[src/rtl/rsa_pkg.sv]
// rtl/rsa_pkg.sv - shared types and sizing helpers for the modular-exponentiation core
package rsa_pkg;

    typedef enum logic [2:0] {
        IDLE,
        CHECK,
        INIT,
        EXP,
        FINAL,
        DONE
    } rsa_state_e;

    // Two guard bits keep unreduced Montgomery results below 2M.
    function automatic int mont_width(input int width);
        return width + 2;
    endfunction

    // Enabled cycles from accept to done for a given number of exponent rounds.
    function automatic int rsa_latency(input int rounds, input int width);
        return (rounds + 2) * (mont_width(width) + 1) + 2;
    endfunction

endpackage

[src/rtl/mmm_serial.sv]
// rtl/mmm_serial.sv - bit-serial Montgomery product R = A*B*2^-N mod M in N+1 cycles
module mmm_serial #(
    parameter int N = 10
) (
    input  logic         clk,
    input  logic         rst,
    input  logic         ena,
    input  logic         load,
    input  logic [N-1:0] A,
    input  logic [N-1:0] B,
    input  logic [N-1:0] M,
    output logic [N-1:0] R,
    output logic         ready
);
    localparam int CW = $clog2(N + 1);

    logic [N-1:0]  a_q, b_q, m_q, t_q;
    logic [CW-1:0] cnt_q;
    logic [N:0]    sum, sum_m;
    logic [N-1:0]  t_next;

    always_comb begin
        sum    = {1'b0, t_q} + (a_q[0] ? {1'b0, b_q} : '0);
        sum_m  = sum[0] ? sum + {1'b0, m_q} : sum;
        t_next = N'(sum_m >> 1);
    end

    // ready marks the final iteration; R already shows the finished product then.
    assign ready = (cnt_q == CW'(1));
    assign R     = ready ? t_next : t_q;

    always_ff @(posedge clk) begin
        if (rst) begin
            cnt_q <= '0;
            t_q   <= '0;
        end else if (ena) begin
            if (load) begin
                cnt_q <= CW'(N);
                t_q   <= '0;
            end else if (cnt_q != '0) begin
                cnt_q <= cnt_q - CW'(1);
                t_q   <= t_next;
            end
        end
    end

    always_ff @(posedge clk) begin
        if (ena) begin
            if (load) begin
                a_q <= A;
                b_q <= B;
                m_q <= M;
            end else if (cnt_q != '0) begin
                a_q <= a_q >> 1;
            end
        end
    end

endmodule

[src/rtl/rsa_modexp_core.sv]
// rtl/rsa_modexp_core.sv - C = P^E mod M with parallel multiply/square Montgomery paths
// Optional RSA_EARLY_EXIT_EN stops exponent rounds after the highest set bit of E.
module rsa_modexp_core
    import rsa_pkg::*;
#(
    parameter int WIDTH     = 8,
    parameter int EXP_WIDTH = WIDTH
) (
    input  logic                 clk,
    input  logic                 rst,
    input  logic                 ena,
    input  logic                 start,
    input  logic [WIDTH-1:0]     P,
    input  logic [EXP_WIDTH-1:0] E,
    input  logic [WIDTH-1:0]     M,
    input  logic [WIDTH-1:0]     Const,
    output logic [WIDTH-1:0]     C,
    output logic                 busy,
    output logic                 done,
    output logic                 err
);
    localparam int N = mont_width(WIDTH);
    localparam logic [N-1:0] ONE = N'(1);

    rsa_state_e state_q, state_d;
    logic first_q, first_d;
    logic [WIDTH-1:0]     p_q, m_q, k_q, c_q;
    logic [EXP_WIDTH-1:0] e_q;
    logic err_q;
    logic accept, last_round;

    logic [N-1:0] mul_a, mul_b, mul_r, sq_a, sq_b, sq_r, m_ext;
    logic mul_load, sq_load, mul_ready, sq_ready;

    assign busy   = (state_q != IDLE) && (state_q != DONE);
    assign done   = (state_q == DONE);
    assign accept = ena && start && !busy;
    assign C      = c_q;
    assign err    = err_q;
    assign m_ext  = {2'b00, m_q};

`ifdef RSA_EARLY_EXIT_EN
    assign last_round = (e_q[EXP_WIDTH-1:1] == '0);
`else
    localparam int IW = $clog2(EXP_WIDTH + 1);
    logic [IW-1:0] i_q;

    assign last_round = (i_q == IW'(EXP_WIDTH - 1));

    always_ff @(posedge clk) begin
        if (ena) begin
            if (accept)
                i_q <= '0;
            else if (state_q == EXP && sq_ready)
                i_q <= i_q + IW'(1);
        end
    end
`endif

    always_comb begin
        state_d = state_q;
        case (state_q)
            IDLE:  if (accept) state_d = CHECK;
            CHECK: state_d = m_q[0] ? INIT : DONE;
            INIT: begin
                if (sq_ready) begin
`ifdef RSA_EARLY_EXIT_EN
                    state_d = (e_q == '0) ? FINAL : EXP;
`else
                    state_d = EXP;
`endif
                end
            end
            EXP:   if (sq_ready && last_round) state_d = FINAL;
            FINAL: if (mul_ready) state_d = DONE;
            DONE:  state_d = accept ? CHECK : IDLE;
            default: state_d = IDLE;
        endcase
        // Every product phase, including each new exponent round, opens with a load cycle.
        first_d = (state_d != state_q) || (state_q == EXP && sq_ready);
    end

    assign mul_a    = (state_q == INIT) ? {2'b00, k_q} : mul_r;
    assign mul_b    = (state_q == EXP) ? sq_r : ONE;
    assign sq_a     = (state_q == INIT) ? {2'b00, k_q} : sq_r;
    assign sq_b     = (state_q == INIT) ? {2'b00, p_q} : sq_r;
    assign mul_load = first_q && ((state_q == INIT) || (state_q == FINAL) ||
                                  (state_q == EXP && e_q[0]));
    assign sq_load  = first_q && ((state_q == INIT) || (state_q == EXP));

    always_ff @(posedge clk) begin
        if (rst) begin
            state_q <= IDLE;
            first_q <= 1'b0;
            c_q     <= '0;
            err_q   <= 1'b0;
        end else if (ena) begin
            state_q <= state_d;
            first_q <= first_d;
            if (accept)
                err_q <= 1'b0;
            if (state_q == CHECK && !m_q[0]) begin
                err_q <= 1'b1;
                c_q   <= '0;
            end
            // Products stay below 2M, so one conditional subtract fully reduces.
            if (state_q == FINAL && mul_ready)
                c_q <= WIDTH'((mul_r >= m_ext) ? mul_r - m_ext : mul_r);
        end
    end

    always_ff @(posedge clk) begin
        if (ena) begin
            if (accept) begin
                p_q <= P;
                e_q <= E;
                m_q <= M;
                k_q <= Const;
            end else if (state_q == EXP && sq_ready) begin
                e_q <= e_q >> 1;
            end
        end
    end

    mmm_serial #(.N(N)) u_mul (
        .clk   (clk),
        .rst   (rst),
        .ena   (ena),
        .load  (mul_load),
        .A     (mul_a),
        .B     (mul_b),
        .M     (m_ext),
        .R     (mul_r),
        .ready (mul_ready)
    );

    mmm_serial #(.N(N)) u_sq (
        .clk   (clk),
        .rst   (rst),
        .ena   (ena),
        .load  (sq_load),
        .A     (sq_a),
        .B     (sq_b),
        .M     (m_ext),
        .R     (sq_r),
        .ready (sq_ready)
    );

endmodule

[config.mk]
export PLATFORM = sky130hd
export DESIGN_NAME = rsa_modexp_core
export DESIGN_NICKNAME = d
export VERILOG_FILES = /design/src/rtl/rsa_pkg.sv /design/src/rtl/mmm_serial.sv /design/src/rtl/rsa_modexp_core.sv
export SDC_FILE = /design/constraint.sdc
export NUM_CORES = 1
export LEC_CHECK = 0
export CAP_MARGIN = 20
export CORE_MARGIN = 4
export CORE_UTILIZATION = 55
export DETAILED_ROUTE_END_ITERATION = 7
export GPL_TIMING_DRIVEN = 0
export PLACE_DENSITY = 0.74
export SLEW_MARGIN = 20
export SYNTH_ARGS = -nofsm -noshare
export SYNTH_HDL_FRONTEND = slang
export SYNTH_HIERARCHICAL = 1
export SYNTH_SLANG_ARGS = --single-unit
[constraint.sdc]
create_clock -name clk -period 5.3 [get_ports clk]
set_input_delay 1.325 -clock clk [delete_from_list [all_inputs] [get_ports clk]]
set_output_delay 1.325 -clock clk [all_outputs]
set_load 0.005 [all_outputs]
==> results_dict.tcl, run 1 <==
set metrics [dict create \
    status "completed" \
    final.setup.worst_slack_ns 0.151 \
    ctsHoldBuffers 0 \
    syn_avg_cell_area_um2 9.96 \
    tns_ns 0 \
    r2r-start "u_mul/a_q[0]$_DFFE_PP_" \
    synth_most_common_cell "nand2_1" \
    ys_ff_latch 137 \
    grt_first_pass_wirelength_um 33100 \
    core-area_um2 14600 \
    die_area_um2 16900 \
    synth_top_family_by_area "simple AND/OR/NAND/NOR gates" \
    wl_um 20900 \
    synthArstFlopShare_pct 0 \
    yosys.area.top_type "edfxtp_1" \
    r2r_slack_ns 0.15 \
    grt.overflow.total 0 \
    setup-violations-final 0 \
    clock_latency_ns 0.42 \
    start_util_pct 56.3 \
    synth_area_um2 8210 \
    clk_path_buf_depth 2 \
    ir_drop_v 0.000276 \
    syn_inst 824 \
    worst_slew_pin_slew_ns 0.889 \
    dp_slack_ns -0.181 \
    postRouteAntennaNets 0 \
    startpoint_type "flip-flop" \
    relSlewSlack_pct 40.7 \
    reg2reg_to "C[7]$_SDFFE_PP0P_" \
    grt_util_all_layers_pct 25.4 \
    drive_gt1_share_pct 12.3 \
    routabilityCongestion 0.901 \
    min_period_over_period_pct 97.1 \
    holdWs_ns 0.474 \
    htree_levels 4 \
    fillCellCount 1145 \
    drcViolationCount 0 \
    drt_iter0_drc 685 \
    cts.sinks 137 \
    antenna_found_initial 0 \
    num_rows 44 \
    synth_mux_area_share_pct 4.85 \
    synth-adder-area-share_pct 9.30 \
    via_per_inst 6.00 \
    synth-xor-area-share_pct 3.31 \
    critPathMaxFanout 7 \
    drv_slew 0 \
    num_antenna_cells 0 \
    synth_ff_type "edfxtp_1" \
    synth_edf_count 96 \
    synth-simple-area-share_pct 18.9 \
    end_kind "flip-flop" \
    cts.reportedPaths.clkPinSlew_ns 0.07 \
    dp_hpwl_um 15400 \
    tritoncts "built" \
    synth_top_area_share_pct 35.1 \
    hp-class "reg -> reg" \
    yosysSeqAreaShare_pct 45.1 \
    powerDensity_nw_per_um2 548 \
    wl_per_cell_um 19.1 \
    min_to "C[3]$_SDFFE_PP0P_" \
    firstDrtPassIters 8 \
    p_total_mw 5.27 \
    grt_max_degree 34 \
    worst-setup-path-type "reg -> reg" \
    layout_min_cycle_time_ns 5.15 \
    numCtsBuffers 17 \
    synth_common_cells "nand2_1 (117), edfxtp_1 (96), ha_1 (53), nor2_1 (49), o21ai_0 (48)" \
    min_from "C[3]$_SDFFE_PP0P_" \
    yosys-top-cells-area "edfxtp_1 (35%), dfxtp_1 (10%), ha_1 (8.1%)" \
    ys_warn_count 6 \
    io_buffers 46 \
    hold_depth 2 \
    cts_root_buffer "clkbuf_16" \
    cp.arrival_ns 5.47 \
    die-width_um 130 \
    die_y_um 130 \
    clock_skew_ns 0.00883 \
    leakage_nw 3.93 \
    ioPinCount 47 \
    rr_worst_depth 19 \
    synth_compound_area_share_pct 15.0 \
    max_cap_violations 0 \
    post-route-util_pct 65.9 \
    fmax_ghz 0.194 \
    ys_types 67 \
    vias 6566 \
    crit_required_ns 5.62 \
    area_growth_pct 17.1 \
    hold_violations 0 \
    grt_pass1_vias 6417 \
    nets 992 \
]
[layout by cell type (no fill, tap or decap), drive strengths merged, types with 13 or more instances in the layout]
cell / Yosys / layout
xnor2: 21 / 21
nor3: 15 / 15
mux2: 30 / 30
nand3: 14 / 14
and2: 33 / 33
inv: 34 / 43
clkdlybuf4s50: 0 / 46
nand2b: 13 / 13
buf: 18 / 24
a21oi: 46 / 46
clkbuf: 11 / 28
and3: 15 / 15
o21ai: 61 / 61
nand2: 117 / 117
nor2: 50 / 50
ha: 53 / 53
edfxtp: 96 / 96
dfxtp: 41 / 41
nand3b: 13 / 13
[cells by family after synthesis]
logic type               Yosys count
AND/OR/NAND/NOR                  309
AO/OA/AOI/OAI                    188
multiplexers                      36
adder cells (fa/ha/maj)           58
buffers and inverters             64
flip-flops                       137
other                              1
XOR/XNOR                          31
[layout make-up]
type	count	area (um2)	share of cell area [%]
Multi-Input combinational cell	626	4260	44.3
Clock inverter	15	199	2.07
Buffer	29	156	1.63
Clock buffer	17	425	4.42
Timing Repair Buffer	52	505	5.26
Inverter	35	133	1.38
Sequential cell	137	3700	38.5
Tap cell	184	230	2.39
[layer usage]
metal | vias up | routed length, um | track usage [%]
li1 | 3147 | - | -
met1 | 3107 | 9130 | 34.5
met2 | 277 | 9870 | 41.1
met3 | 35 | 1540 | 5.61
met4 | 0 | 342 | 7.33
met5 | - | 0 | 0
[flip-flops by register name, summed over array words and instances, names as in the netlist, 3 cells and up]
name and flops:
p_q 8, k_q 8, i_q 4, u_sq/b_q 10, e_q 8, u_sq/cnt_q 4
u_sq/m_q 10, u_mul/m_q 10, u_mul/t_q 10, u_sq/t_q 10, C 8, u_mul/cnt_q 4
u_sq/a_q 10, m_q 8, u_mul/a_q 10, state_q 3, u_mul/b_q 10
[per-stage QoR]
| step | instance area (um2) | std cells |
|---|---|---|
| 5_1_grt | 9620 | 1095 |
| 2_1_floorplan | 8220 | 827 |
| 3_3_place_gp | 8910 | 1057 |
| 6_report | 9620 | 1095 |
| 4_1_cts | 9560 | 1091 |
| 3_5_place_dp | 8910 | 1057 |
[critical path, stage by stage (launching register included)]
cell and delay [ns]:
edfxtp_1 0.39, buf_4 0.17, and2_1 0.15, ha_1 0.34, and2_4 0.20, a221oi_4 0.32, a21boi_0 0.19, nor2b_1 0.24
ha_1 0.34, a2111o_1 0.45, o21ai_1 0.29, mux2_2 0.39, o21ai_0 0.09, o21ai_1 0.18, ha_1 0.25, nor3_2 0.18
o211ai_1 0.14, o21ai_2 0.21, or2b_2 0.31, a32o_1 0.24
[repair_timing]
| action | CTS | global route |
|---|---|---|
| pin swaps | 1 | 1 |
| setup buffers | 2 | 4 |
| endpoints found under the setup margin | 8 | 8 |
| gates resized for setup | 2 | 9 |
[power breakdown]
part	switching [mW]	internal [mW]
combinational	1.52	1.02
sequential	0.118	1.35
clock	0.536	0.723
total	2.18	3.09
[worst max-delay path by stage]
stage                                start                end  slack (ns)  depth (start not counted)
floorplan           u_mul/a_q[0]$_DFFE_PP_  C[7]$_SDFFE_PP0P_        0.69                         20
global placement    u_mul/a_q[0]$_DFFE_PP_  C[7]$_SDFFE_PP0P_       -0.09                         19
detailed placement  u_mul/a_q[0]$_DFFE_PP_  C[7]$_SDFFE_PP0P_       -0.18                         19
CTS                 u_mul/a_q[0]$_DFFE_PP_  C[7]$_SDFFE_PP0P_        0.06                         20
global route        u_mul/a_q[0]$_DFFE_PP_  C[7]$_SDFFE_PP0P_       -0.06                         19
finish              u_mul/a_q[0]$_DFFE_PP_  C[7]$_SDFFE_PP0P_        0.15                         19
Note: power is estimated with default switching activity, not from simulation.
==> run 2, diff against run 1 <==
ABC_CLOCK_PERIOD_IN_PS = 5300   (was not set)
==> results of run 2 <==
Final layout, timing and power as in run 1 (identical DEF).
